--- config.mk ---
export PLATFORM = sky130hd
export DESIGN_NAME = bitwise_arbiter
export DESIGN_NICKNAME = d
export VERILOG_FILES = /design/src/rtl/bitwise_pkg.sv /design/src/rtl/bitwise_core.sv /design/src/rtl/bitwise_arbiter.sv
export SDC_FILE = /design/constraint.sdc
export NUM_CORES = 1
export LEC_CHECK = 0
export CAP_MARGIN = 20
export CORE_MARGIN = 3
export CORE_UTILIZATION = 49
export DETAILED_ROUTE_END_ITERATION = 16
export DONT_BUFFER_PORTS = 1
export PLACE_DENSITY = 0.7
export SYNTH_ARGS = -nofsm -noshare
export SYNTH_HDL_FRONTEND = slang
export SYNTH_SLANG_ARGS = --single-unit
--- constraint.sdc ---
create_clock -name clk -period 1.2 [get_ports clk]
set_input_delay 0.3 -clock clk [delete_from_list [all_inputs] [get_ports clk]]
set_output_delay 0.3 -clock clk [all_outputs]
set_load 0.005 [all_outputs]
--- src/rtl/bitwise_pkg.sv ---
// Shared constants for the bitwise arbiter slice:
// opcodes and FSM state encodings.
package bitwise_pkg;

  localparam logic [1:0] OP_AND = 2'b00;
  localparam logic [1:0] OP_OR  = 2'b01;
  localparam logic [1:0] OP_XOR = 2'b10;
  localparam logic [1:0] OP_NOT = 2'b11;

  localparam logic [1:0] ST_IDLE = 2'd0;
  localparam logic [1:0] ST_EXEC = 2'd1;
  localparam logic [1:0] ST_RESP = 2'd2;

endpackage

--- src/rtl/bitwise_core.sv ---
// Combinational WIDTH-bit bitwise unit.
// NOT inverts a and ignores b.
module bitwise_core
  import bitwise_pkg::*;
#(
  parameter int WIDTH = 4
) (
  input  logic [1:0]       op,
  input  logic [WIDTH-1:0] a,
  input  logic [WIDTH-1:0] b,
  output logic [WIDTH-1:0] result
);

  always_comb begin
    result = '0;
    unique case (op)
      OP_AND: result = a & b;
      OP_OR:  result = a | b;
      OP_XOR: result = a ^ b;
      OP_NOT: result = ~a;
    endcase
  end

endmodule

--- src/rtl/bitwise_arbiter.sv ---
// Round-robin arbiter sharing one bitwise_core
// between two valid/ready requesters.
module bitwise_arbiter
  import bitwise_pkg::*;
#(
  parameter int WIDTH = 4
) (
  input  logic             clk,
  input  logic             rst,
  input  logic             req0_valid,
  output logic             req0_ready,
  input  logic [1:0]       req0_op,
  input  logic [WIDTH-1:0] req0_a,
  input  logic [WIDTH-1:0] req0_b,
  input  logic             req1_valid,
  output logic             req1_ready,
  input  logic [1:0]       req1_op,
  input  logic [WIDTH-1:0] req1_a,
  input  logic [WIDTH-1:0] req1_b,
  output logic             rsp_valid,
  input  logic             rsp_ready,
  output logic             rsp_id,
  output logic [1:0]       rsp_op,
  output logic [WIDTH-1:0] rsp_data,
  output logic             busy
);

  logic [1:0]       state;
  logic             last_grant;
  logic [1:0]       op_q;
  logic [WIDTH-1:0] a_q;
  logic [WIDTH-1:0] b_q;
  logic             id_q;
  logic [WIDTH-1:0] core_res;
  logic             idle;
  logic             gnt0;
  logic             gnt1;

  assign idle = (state == ST_IDLE);

  // On a tie, the requester not granted last time wins.
  assign gnt0 = req0_valid & (~req1_valid | last_grant);
  assign gnt1 = req1_valid & (~req0_valid | ~last_grant);

  assign req0_ready = idle & gnt0;
  assign req1_ready = idle & gnt1;
  assign rsp_valid  = (state == ST_RESP);
  assign busy       = ~idle;

  bitwise_core #(
    .WIDTH (WIDTH)
  ) u_core (
    .op     (op_q),
    .a      (a_q),
    .b      (b_q),
    .result (core_res)
  );

  always_ff @(posedge clk) begin
    if (rst) begin
      state      <= ST_IDLE;
      last_grant <= 1'b1;
      op_q       <= '0;
      a_q        <= '0;
      b_q        <= '0;
      id_q       <= 1'b0;
      rsp_id     <= 1'b0;
      rsp_op     <= '0;
      rsp_data   <= '0;
    end else begin
      case (state)
        ST_IDLE: begin
          if (gnt0 | gnt1) begin
            op_q       <= gnt1 ? req1_op : req0_op;
            a_q        <= gnt1 ? req1_a : req0_a;
            b_q        <= gnt1 ? req1_b : req0_b;
            id_q       <= gnt1;
            last_grant <= gnt1;
            state      <= ST_EXEC;
          end
        end
        ST_EXEC: begin
          rsp_data <= core_res;
          rsp_op   <= op_q;
          rsp_id   <= id_q;
          state    <= ST_RESP;
        end
        ST_RESP: begin
          if (rsp_ready) state <= ST_IDLE;
        end
        default: state <= ST_IDLE;
      endcase
    end
  end

endmodule

* Yosys cells after proc, flatten, opt, wreduce, memory -nomap -nowiden
Index checks and enable logic that the tools add are counted.
** Word-level totals
- Register bits after elaboration :: 21
- Word-level logic and storage cells :: 42
- Output and inout port bits :: 11
- Input port bits :: 25
** Operators by class
- Bitwise operators :: 15
- Mux-type cells :: 7
- Reductions and logical operators :: 4
- Eq/ne operators :: 7
** Operators with widths (number)
- 4-bit one-hot mux with 4 select lines :: 1
- 4-bit two-way mux :: 2
- 2-bit == test (second input constant) :: 3
- 2-bit two-way mux :: 3
- 2-bit one-hot mux with 3 select lines :: 1
- 1-bit AND :: 4
- 4-bit AND :: 1
- 2-bit by 1-bit == test with 1-bit output (second input constant) :: 2
- 2-bit zero test :: 2
- 2-bit by 1-bit inequality test with 1-bit output (second input constant) :: 2
- 1-bit NOT :: 4
- 4-bit NOT :: 1
- 4-bit OR :: 1
- 2-bit AND reduction :: 2
- 4-bit XOR :: 1
- 1-bit OR :: 3

* Logic depth before layout (Yosys ltp)
- Word-level depth :: 6
- Depth in mapped cells :: 5

* Modules after synthesis
Synthesis repeated with hierarchy kept, for this count alone.
** Unflattened totals
- Cells, all modules :: 125
- Area, all modules :: 1193.6 µm²
** By module, submodules not included
- bitwise_arbiter :: seq. area each 420.4 µm², area an instance 943.4 µm², cells each 101, instances 1
- bitwise_core :: seq. area each 0.0 µm², area an instance 250.2 µm², cells each 24, instances 1

* Worst setup path after synthesis
OpenSTA, ideal clock, no wires.
- Path kind :: reg-to-reg
- Start :: register state[1]
- End :: register last_grant
- Clock period less this slack :: 1245 ps
- Required time :: 1078 ps
- Library setup time :: 122 ps
- Slack :: -45 ps
- Stages on the path, launching flop included :: 3
- Arrival time :: 1123 ps
- Buffers on the path :: 0
- Cell sequence :: dfxtp_1 > or3b_2 > a221o_1
** Between the ends
- Longest elaborated chain between the ends :: 2
** RTL lines
- from (decl) :: line bitwise_arbiter.sv:28 : logic [1:0] state;
- from (signal assigned) :: line bitwise_arbiter.sv:61 : state <= ST_IDLE;
- from (signal assigned) :: line bitwise_arbiter.sv:79 : state <= ST_EXEC;
- from (signal assigned) :: line bitwise_arbiter.sv:86 : state <= ST_RESP;
- 2-bit zero test :: line bitwise_arbiter.sv:71 : case (state)
- 2-bit AND reduction (no line)
- to (signal assigned) :: line bitwise_arbiter.sv:78 : last_grant <= gnt1;
- to (decl) :: line bitwise_arbiter.sv:29 : logic last_grant;
No other way between the ends.
A chain may end at the register's enable or synchronous reset.

* Worst setup path after layout
- Start :: register last_grant
- End :: output req1_ready
** Between the ends
- Longest elaborated chain between the ends :: 4
** RTL lines
- 1-bit NOT :: line bitwise_arbiter.sv:43 : assign gnt1 = req1_valid & (~req0_valid | ~last_grant);
- 1-bit OR :: line bitwise_arbiter.sv:43
- 1-bit AND :: line bitwise_arbiter.sv:43
- 1-bit AND :: line bitwise_arbiter.sv:46 : assign req1_ready = idle & gnt1;
- to (decl) :: line bitwise_arbiter.sv:16 : output logic req1_ready,
No other way between the ends.

==> metrics.txt <==
actual transition at the worst max-transition pin 303 ps; Power Total 1680 uW; biggest cell delay along the critical path 340 ps; area overhead of the layout relative to synthesis 23.0%; Detailed Place HPWL 1670 um; vias in the first global route 889; worst reg-to-reg setup slack -110 ps; worst vdd rail ir drop 786 uV; die outline area 0.00295 sq mm; dominant cells by area after synthesis dfxtp_1, mux2i_1, ha_1; number of clock sinks 21; final-stage net count 168; Post-Synthesis Mean Instance Area 9.44 sq um; largest net degree at the start of global routing 24; largest buffer count on any clock path 2; area after detailed placement 0.00120 sq mm; Reg-to-Reg Start state[1]$_SDFFE_PP0P_; core box area 0.00208 sq mm; final worst path period share 128%; diode count 0; slack of the critical path -339 ps; Hold-fix buffers, CTS 0; library cell occupying the most area in the post-synthesis netlist dfxtp_1; run status finished with violations; register area share after synthesis 36.8%; WHS Endpoint state[1]$_SDFFE_PP0P_; Row Count 16; Avg Vias per Cell 5.75; static leakage 0.000628 uW; Layout Cell Area excl Fill 0.00141 sq mm; Syn Std Cell Area 0.00114 sq mm; # H-tree levels 1; Die Height 54.3 um; share of the synthesized area in the top cell type 36.8%; first-pass GRT wire length 4070 um; final number of max-transition violations 0; proportion of layout cells with a drive suffix above 1 32.8%; number of synthesized register bits 21; capture instance of the worst register-to-register path rsp_data[3]$_SDFFE_PP0N_; Worst Path Class, Setup flip-flop to output port; startpoint kind of the worst setup timing path flip-flop; first-pass detailed-route iteration total 4; slowest stage cell, crit path or3_4; die extent in x 54.3 um; remaining number of nets flagged by the antenna check after routing 0; count of cell types in the netlist 22; maximum clock skew at final layout 4.98 ps; Main synth FF type dfxtp_1; Power Dens Cells 1190 mW/mm^2; Detailed Route WL 2560 um; initial standard-cell utilization of the core 54.9%; initial antenna violation count 0; post-detailed-route wirelength per cell 15.9 um; unrepaired setup endpoints after global routing yes; path type of the worst min-delay path input pin to flip-flop; clock network latency to the later pin of the worst-skew pair 300 ps; Num CTS Buffers 3; net count after synthesis 154; async set-or-reset flop fraction in the synthesized netlist 0%; Worst Path Required 900 ps; CTS root buffer clkbuf_4; initial detailed-routing violation count 10; ranking of synthesized cells by instance count dfxtp_1, mux2i_1, inv_1, a21oi_1, a211oi_1; worst-case reg-to-reg path depth 4; routed via count 926; launch instance of the worst min-delay path rst; count of endpoints failing hold in the final timing report 0; Min Clock Period, post-route 1540 ps; clock transition at the register clock pins on the worst setup and hold paths after CTS 110 ps; hold path depth 1; series of cell instances along the critical path a21bo_2, or3_4, inv_2; maximum net fanout on the critical path 2; synthesized netlist cell count 121; utilization of the core after routing 67.5%; violated checks negative setup slack; number of enable-type register cells in the synthesized netlist 0; fmax 0.650 GHz; clock tree from TritonCTS built; Data arrival, critical path 1240 ps; I/O pins 36; total number of yosys warnings 0; Maximum Capacitance Violations 0; final cell count without fillers 161; endpoint kind of the worst setup timing path output port; setup violators final 9; gr ovfl total 0; DP Cell Count 147; count of unresolved DRC violations after routing 0; routability congestion estimate from global placement 0.713; total of buffers placed on input and output ports 0; Total GRT Usage 19.0%; Max transition margin 79.8%
## logic make-up after synthesis
logic type	Yosys count	share of synthesized area, %
AO/OA/AOI/OAI	28	16.6
flip-flops	21	36.8
adder cells (fa/ha/maj)	8	8.76
buffers and inverters	22	8.11
AND/OR/NAND/NOR	21	11.3
multiplexers	21	18.4
## critical path, delay by kind of cell (launching register included)
family	cells	cell delay, ps
AOI/OAI and AO/OA	1	200
DFF	1	330
buffers and inverters	1	60
and+or+nand+nor	1	340
## what timing repair did
action,4_1_cts,5_1_grt
endpoints found under the setup margin,16,20
setup buffers,3,7
gates cloned,0,1
pin swaps,1,15
resized for setup,10,21
## layer usage
metal | track usage [%] | wire, um | vias to the layer above
met4 | 4.98 | 12 | 0
met2 | 31.5 | 1240 | 36
met5 | 0 | 0 | -
met3 | 6.27 | 193 | 2
li1 | - | - | 451
met1 | 23.6 | 1110 | 437
## worst max path at each step
stage                                  from                  endpoint  slack (ps)  depth (start not counted)
floorplan             state[1]$_SDFFE_PP0P_  rsp_data[0]$_SDFFE_PP0N_          10                          4
detailed placement    state[1]$_SDFFE_PP0P_       a_q[1]$_SDFFE_PP0P_         -50                          3
global placement      state[1]$_SDFFE_PP0P_       b_q[3]$_SDFFE_PP0P_          -6                          3
global route        last_grant$_SDFFE_PP1P_                req1_ready        -400                          3
CTS                 last_grant$_SDFFE_PP1P_                req1_ready        -330                          3
finish              last_grant$_SDFFE_PP1P_                req1_ready        -340                          3
## cells in the final DEF (no fill, tap or decap), types with 3 or more instances in the layout
| cell type | synthesis | routed |
|---|---|---|
| a211oi_1 | 10 | 8 |
| a21oi_1 | 12 | 10 |
| buf_4 | 0 | 12 |
| buf_6 | 1 | 5 |
| clkbuf_4 | 0 | 3 |
| dfxtp_1 | 21 | 18 |
| ha_1 | 8 | 8 |
| inv_1 | 14 | 12 |
| mux2i_1 | 21 | 21 |
| nand3b_1 | 4 | 4 |
| nor2_1 | 5 | 3 |
| o221ai_2 | 0 | 4 |
## state kept, by name, summed over array words and instances (netlist names)
name        cells
state           2
rsp_op          2
op_q            2
rsp_data        4
a_q             4
id_q            1
rsp_id          1
last_grant      1
b_q             4
## per-stage QoR
stage                     hold WS, ps  worst slack, ps  TNS [ps]
final                            39.9             -339     -1260
after global routing             14.4             -399     -2040
after CTS                        34.5             -332      -896
after detailed placement          369            -53.3      -464
after global placement            371            -5.90     -21.8
after floorplan                   436             11.0         0
## where the power goes
part	switching, uW	internal (uW)	total, uW
combinational	248	266	514
sequential	60.1	767	827
clock	208	130	338
## final cells by class
cell class              instances  area [sq um]
fillers                       178           677
clock buffers                   4          26.3
multi-input cells              78           717
flip-flops and latches         21           429
inverters                      14          52.6
repair buffers                 17           146
well taps                      27          33.8
Note: power is estimated with default switching activity, not from simulation.
